<file path="config.mk">
export PLATFORM = sky130hd
export DESIGN_NAME = sincos_phase_gen
export DESIGN_NICKNAME = d
export VERILOG_FILES = /design/src/rtl/sincos_pkg.sv /design/src/rtl/sincos_phase_acc.sv /design/src/rtl/sincos_phase_gen.sv
export SDC_FILE = /design/constraint.sdc
export NUM_CORES = 1
export LEC_CHECK = 0
export ABC_CLOCK_PERIOD_IN_PS = 3870
export CAP_MARGIN = 40
export CELL_PAD_IN_SITES_DETAIL_PLACEMENT = 1
export CELL_PAD_IN_SITES_GLOBAL_PLACEMENT = 2
export CORE_UTILIZATION = 32
export DETAILED_ROUTE_END_ITERATION = 8
export PLACE_DENSITY = 0.79
export SYNTH_ARGS = -nofsm -noshare
export SYNTH_HDL_FRONTEND = slang
export SYNTH_SLANG_ARGS = --single-unit
</file>
<file path="constraint.sdc">
create_clock -name clk -period 3.87 [get_ports clk]
set_input_delay 0.387 -clock clk [delete_from_list [all_inputs] [get_ports clk]]
set_output_delay 0.387 -clock clk [all_outputs]
set_load 0.05 [all_outputs]
</file>
<file path="src/rtl/sincos_pkg.sv">
// Shared defaults and FSM encoding for the sin/cos
// phase generator.
package sincos_pkg;

  localparam int DEF_PHASE_W = 47;
  localparam int DEF_CNT_W   = 16;
  localparam int DEF_DEC_W   = 8;

  typedef enum logic [1:0] {
    S_IDLE = 2'd0,
    S_RUN  = 2'd1,
    S_DONE = 2'd2
  } state_t;

endpackage

</file>
<file path="src/rtl/sincos_phase_acc.sv">
// Phase accumulator: load a start phase, add an
// increment, or hold. Wraps modulo 2^W.
module sincos_phase_acc
  import sincos_pkg::*;
#(
  parameter int W = DEF_PHASE_W
) (
  input  logic         clk,
  input  logic         resetn,
  input  logic         ld,
  input  logic [W-1:0] ld_val,
  input  logic         add,
  input  logic [W-1:0] inc,
  output logic [W-1:0] acc
);

  always_ff @(posedge clk or negedge resetn) begin
    if (!resetn) begin
      acc <= '0;
    end else if (ld) begin
      acc <= ld_val;
    end else if (add) begin
      acc <= acc + inc;
    end
  end

endmodule

</file>
<file path="src/rtl/sincos_phase_gen.sv">
// Burst phase generator feeding the sin/cos core:
// emits count samples spaced decim+1 cycles apart.
module sincos_phase_gen
  import sincos_pkg::*;
#(
  parameter int PHASE_W = DEF_PHASE_W,
  parameter int CNT_W   = DEF_CNT_W,
  parameter int DEC_W   = DEF_DEC_W
) (
  input  logic               clk,
  input  logic               resetn,
  input  logic [PHASE_W-1:0] freq_i,
  input  logic               freq_load_i,
  input  logic [PHASE_W-1:0] phase_off_i,
  input  logic [CNT_W-1:0]   count_i,
  input  logic [DEC_W-1:0]   decim_i,
  input  logic               start_i,
  input  logic               stop_i,
  output logic [PHASE_W-1:0] phase_o,
  output logic               valid_o,
  output logic               busy_o,
  output logic               done_o
);

  state_t state, state_nx;

  logic [PHASE_W-1:0] freq_q;
  logic [CNT_W-1:0]   left_q;
  logic               cont_q;
  logic [DEC_W-1:0]   dec_q;
  logic [DEC_W-1:0]   dcnt_q;

  logic tick, last, ld, add;

  assign tick = (dcnt_q == dec_q);
  // left_q counts samples still owed after the
  // one already on the output
  assign last = !cont_q && (left_q == '0);

  always_comb begin
    state_nx = state;
    ld       = 1'b0;
    add      = 1'b0;
    unique case (state)
      S_IDLE: begin
        if (start_i) begin
          state_nx = S_RUN;
          ld       = 1'b1;
        end
      end
      S_RUN: begin
        if (stop_i) begin
          state_nx = S_IDLE;
        end else if (last) begin
          state_nx = S_DONE;
        end else if (tick) begin
          add = 1'b1;
        end
      end
      S_DONE: state_nx = S_IDLE;
      default: state_nx = S_IDLE;
    endcase
  end

  always_ff @(posedge clk or negedge resetn) begin
    if (!resetn) begin
      state   <= S_IDLE;
      valid_o <= 1'b0;
      busy_o  <= 1'b0;
      done_o  <= 1'b0;
    end else begin
      state   <= state_nx;
      valid_o <= ld | add;
      busy_o  <= (state_nx == S_RUN);
      done_o  <= (state == S_RUN) && !stop_i
                 && last;
    end
  end

  always_ff @(posedge clk or negedge resetn) begin
    if (!resetn) begin
      freq_q <= '0;
    end else if (freq_load_i) begin
      freq_q <= freq_i;
    end
  end

  always_ff @(posedge clk or negedge resetn) begin
    if (!resetn) begin
      left_q <= '0;
      cont_q <= 1'b0;
      dec_q  <= '0;
      dcnt_q <= '0;
    end else if (ld) begin
      left_q <= count_i - CNT_W'(1);
      cont_q <= (count_i == '0);
      dec_q  <= decim_i;
      dcnt_q <= '0;
    end else if (state == S_RUN) begin
      if (tick) begin
        dcnt_q <= '0;
      end else begin
        dcnt_q <= dcnt_q + DEC_W'(1);
      end
      if (add && !cont_q) begin
        left_q <= left_q - CNT_W'(1);
      end
    end
  end

  sincos_phase_acc #(
    .W (PHASE_W)
  ) u_acc (
    .clk    (clk),
    .resetn (resetn),
    .ld     (ld),
    .ld_val (phase_off_i),
    .add    (add),
    .inc    (freq_q),
    .acc    (phase_o)
  );

endmodule

</file>
==> flow_summary_export.csv <==
group,metric,value,unit
status,status,"finished clean",
sta,worst_pin_slew,0.830,ns
power,p_leak,0.00487,uW
sta,hold_viol_final,0,
sta,final_max_slew_viol_count,0,
setup_path,required,4.18,ns
power,vdd_drop_max,0.398,mV
global_route,grt-ovfl-total,0,
synth,synth_cell_types,75,
sta,setup_viol,0,
finish,final_cell_area,11700,sq um
synth,ys_ff_latch,132,
die,rows,60,
detailed_routing,antenna_left,0,
placement,dpl_cell_area,11000,sq um
detailed_routing,wl_per_cell,18.9,um
finish,n_antenna_cell,0,
sta,min_period,3.17,ns
run,drv_cap,0,
detailed_routing,drcViolationCount,0,
cts,clockRootBuffer,"clkbuf_16",
die,initial_core_util,32.8,%
synth,syn-num-nets,1173,
detailed_routing,finalWirelength,29100,um
cts,clock_path_buffers,2,
cts,cts_tree,"built",
synth,yosysSeqAreaShare,37.1,%
detailed_routing,drt_iter0_drc,340,
placement,dp_cells,1508,
power,power_frac_comb,57.1,%
power,internal_power,4970,uW
detailed_routing,vias_per_cell,5.34,
cts,clock_latency,0.43,ns
sta,relSlewSlack,44.6,%
sta,skew,0.0107,ns
finish,area_delta_synth_final,31.0,%
placement,gp_congestion,0.826,
global_route,grt_max_degree,63,
finish,final_common_cell,"clkdlybuf4s50_1",
cts,cts_sinks,132,
sta,fin_crit_sh,82.0,%
die,ioPinCount,173,
finish,drive_gt1_share,10.3,%
finish,nNetsFinal,1328,
worst_hold_path,hold_class,"in2async",
setup_path,crit_arrival,3.48,ns
placement,io_buffers,172,
finish,mostFrequentLayoutCells,"170 x clkdlybuf4s50_1, 132 x dfrtp_1, 125 x nand2_1",
sta,clock.fmax,315,MHz
power,p_sw,4440,uW
power,p_per_area,808,nW/um^2
die,coreArea,27100,sq um
die,die_y,169,um
finish,final_core_util,43.0,%
detailed_routing,vias,8222,
setup_path,worst-path-max-fanout,6,
setup_path,path_class,"reg2reg",
power,p_seq_share,23.3,%
global_route,first_global_vias,8571,
die,die-area,28500,sq um
detailed_routing,drt-pass1-iter-count,5,
synth,synth-edff-count,0,
global_route,grt.total_usage,21.1,%
cts,clkTransAtPathRegs,0.07,ns
synth,yosys_warnings,0,
power,total_power,9420,uW
synth,postSynthAreaPerCell,8.89,sq um
synth,synthesis.instances,1001,
global_route,antenna_found_initial,0,
power,clkPwrFrac,19.6,%
setup_path,start_kind,"flip-flop",
synth,postSynth.asyncResetShare,100,%
sta,fin_tns_setup,0,ns
sta,rsz0062_at_grt,"false",
cts,cts_resized,0,
setup_path,cp-end-kind,"flip-flop",
finish,final_cells,1541,
global_route,grt_pass1_wl,47300,um
synth,syn_area,8900,sq um
placement,hpwl,21400,um
die,die-width,169,um
cts,ctsHtreeMaxLevel,4,
power,swShare,47.2,%
cts,cts_made_buffers,17,
synth,synth_ff_type,"dfrtp_1",
-- per-layer routing --
| metal | part of all wire, % | routed length [um] | vias up | track usage [%] |
|---|---|---|---|---|
| met5 | 0 | 0 | - | 0 |
| met4 | 1.0 | 296 | 0 | 4.66 |
| met3 | 3.4 | 995 | 19 | 3.16 |
| met2 | 48 | 14000 | 153 | 35.7 |
| met1 | 48 | 13900 | 4083 | 28.3 |
| li1 | - | - | 3967 | - |
-- sequential cells by signal, indices dropped and copies added, names as in the netlist --
register and count:
freq_q 47, u_acc.acc 47, left_q 16, dcnt_q 8, dec_q 8, state 2, busy_o 1, cont_q 1
done_o 1, valid_o 1
-- area by class of cell --
class / count / area (sq um)
timing repair buffer: 186 / 1860
fill: 3124 / 15400
tap: 372 / 465
inverter: 16 / 60.1
multi-input combinational: 803 / 5320
clock inverter: 11 / 201
sequential: 132 / 3300
clock buffer: 21 / 450
-- timing repair --
action                                 CTS  global route
endpoints found under the hold margin   37             0
setup buffers                            0             0
hold buffers                             1             0
-- cells by family after synthesis --
kind of cell	count (synthesis)	synth area share (%)
XOR/XNOR	46	4.53
buffers and inverters	66	3.11
flip-flops	132	37.1
AO/OA/AOI/OAI	306	22.3
adder cells (fa/ha/maj)	49	6.98
multiplexers	64	7.92
AND/OR/NAND/NOR	338	18.1
-- critical path, stage by stage, from the launching register on --
cell,delay (ns)
dfrtp_1,0.37
ha_1,0.21
inv_1,0.07
fa_1,0.40
nand2b_1,0.19
a21oi_1,0.19
o21ai_1,0.14
o21ai_2,0.31
a311oi_2,0.25
o21bai_1,0.32
a41oi_1,0.19
mux2i_1,0.16
a221o_1,0.26
-- worst paths after layout --
path / startpoint / end / slack, ns / depth (start not counted)
max in group asynchronous: resetn / u_acc.acc[11] / 2.76 / 3
hold / removal: resetn / left_q[3] / 0.46 / 2
hold reg to reg: dec_q[0] / dec_q[0] / 0.49 / 2
min in group clk: freq_load_i / freq_q[1] / 0.46 / 3
setup reg to reg: u_acc.acc[0] / u_acc.acc[34] / 0.70 / 12
setup / recovery: u_acc.acc[0] / u_acc.acc[34] / 0.70 / 12
-- power by group through the flow --
stage,Sequential (uW),Combinational [uW],Clock (uW)
2_1_floorplan,2930,2990,0
3_5_place_dp,2210,5360,0
6_report,2190,5380,1840
5_1_grt,2260,5890,1930
4_1_cts,2190,5400,1880
3_3_place_gp,2200,5310,0
-- cells in the mapped netlist, drive strengths merged, types with 3 or more instances --
library cell	number	area share (%)
nor2b	5	0.35
mux2	48	6.1
a21o	23	1.9
o21a	10	0.86
xor2	30	3.0
a31oi	20	1.4
nand3	19	1.2
a21oi	86	4.8
dfrtp	132	37
nand2b	7	0.49
mux2i	16	1.8
a41oi	3	0.30
a311oi	3	0.37
nor3b	6	0.51
o21ai	81	4.9
buf	24	1.3
o211ai	5	0.42
clkbuf	26	1.1
xnor2	16	1.6
or3	13	1.1
o31ai	9	0.76
nor2	78	3.3
nand2	127	5.5
o22ai	7	0.49
a22oi	14	1.2
inv	16	0.68
nor4	6	0.56
and3	11	0.79
o41ai	6	0.84
o21bai	11	0.93
nor3	34	2.0
and2	9	0.63
ha	48	6.8
a211oi	9	0.76
nand4	17	1.2
-- per-stage QoR --
step	worst slack, ns	hold WS [ns]
3_5_place_dp	0.697	0.349
6_report	0.696	0.455
3_3_place_gp	0.780	0.484
2_1_floorplan	0.809	0.0914
4_1_cts	0.673	0.467
5_1_grt	0.508	0.480
Note: power is estimated with default switching activity, not from simulation.
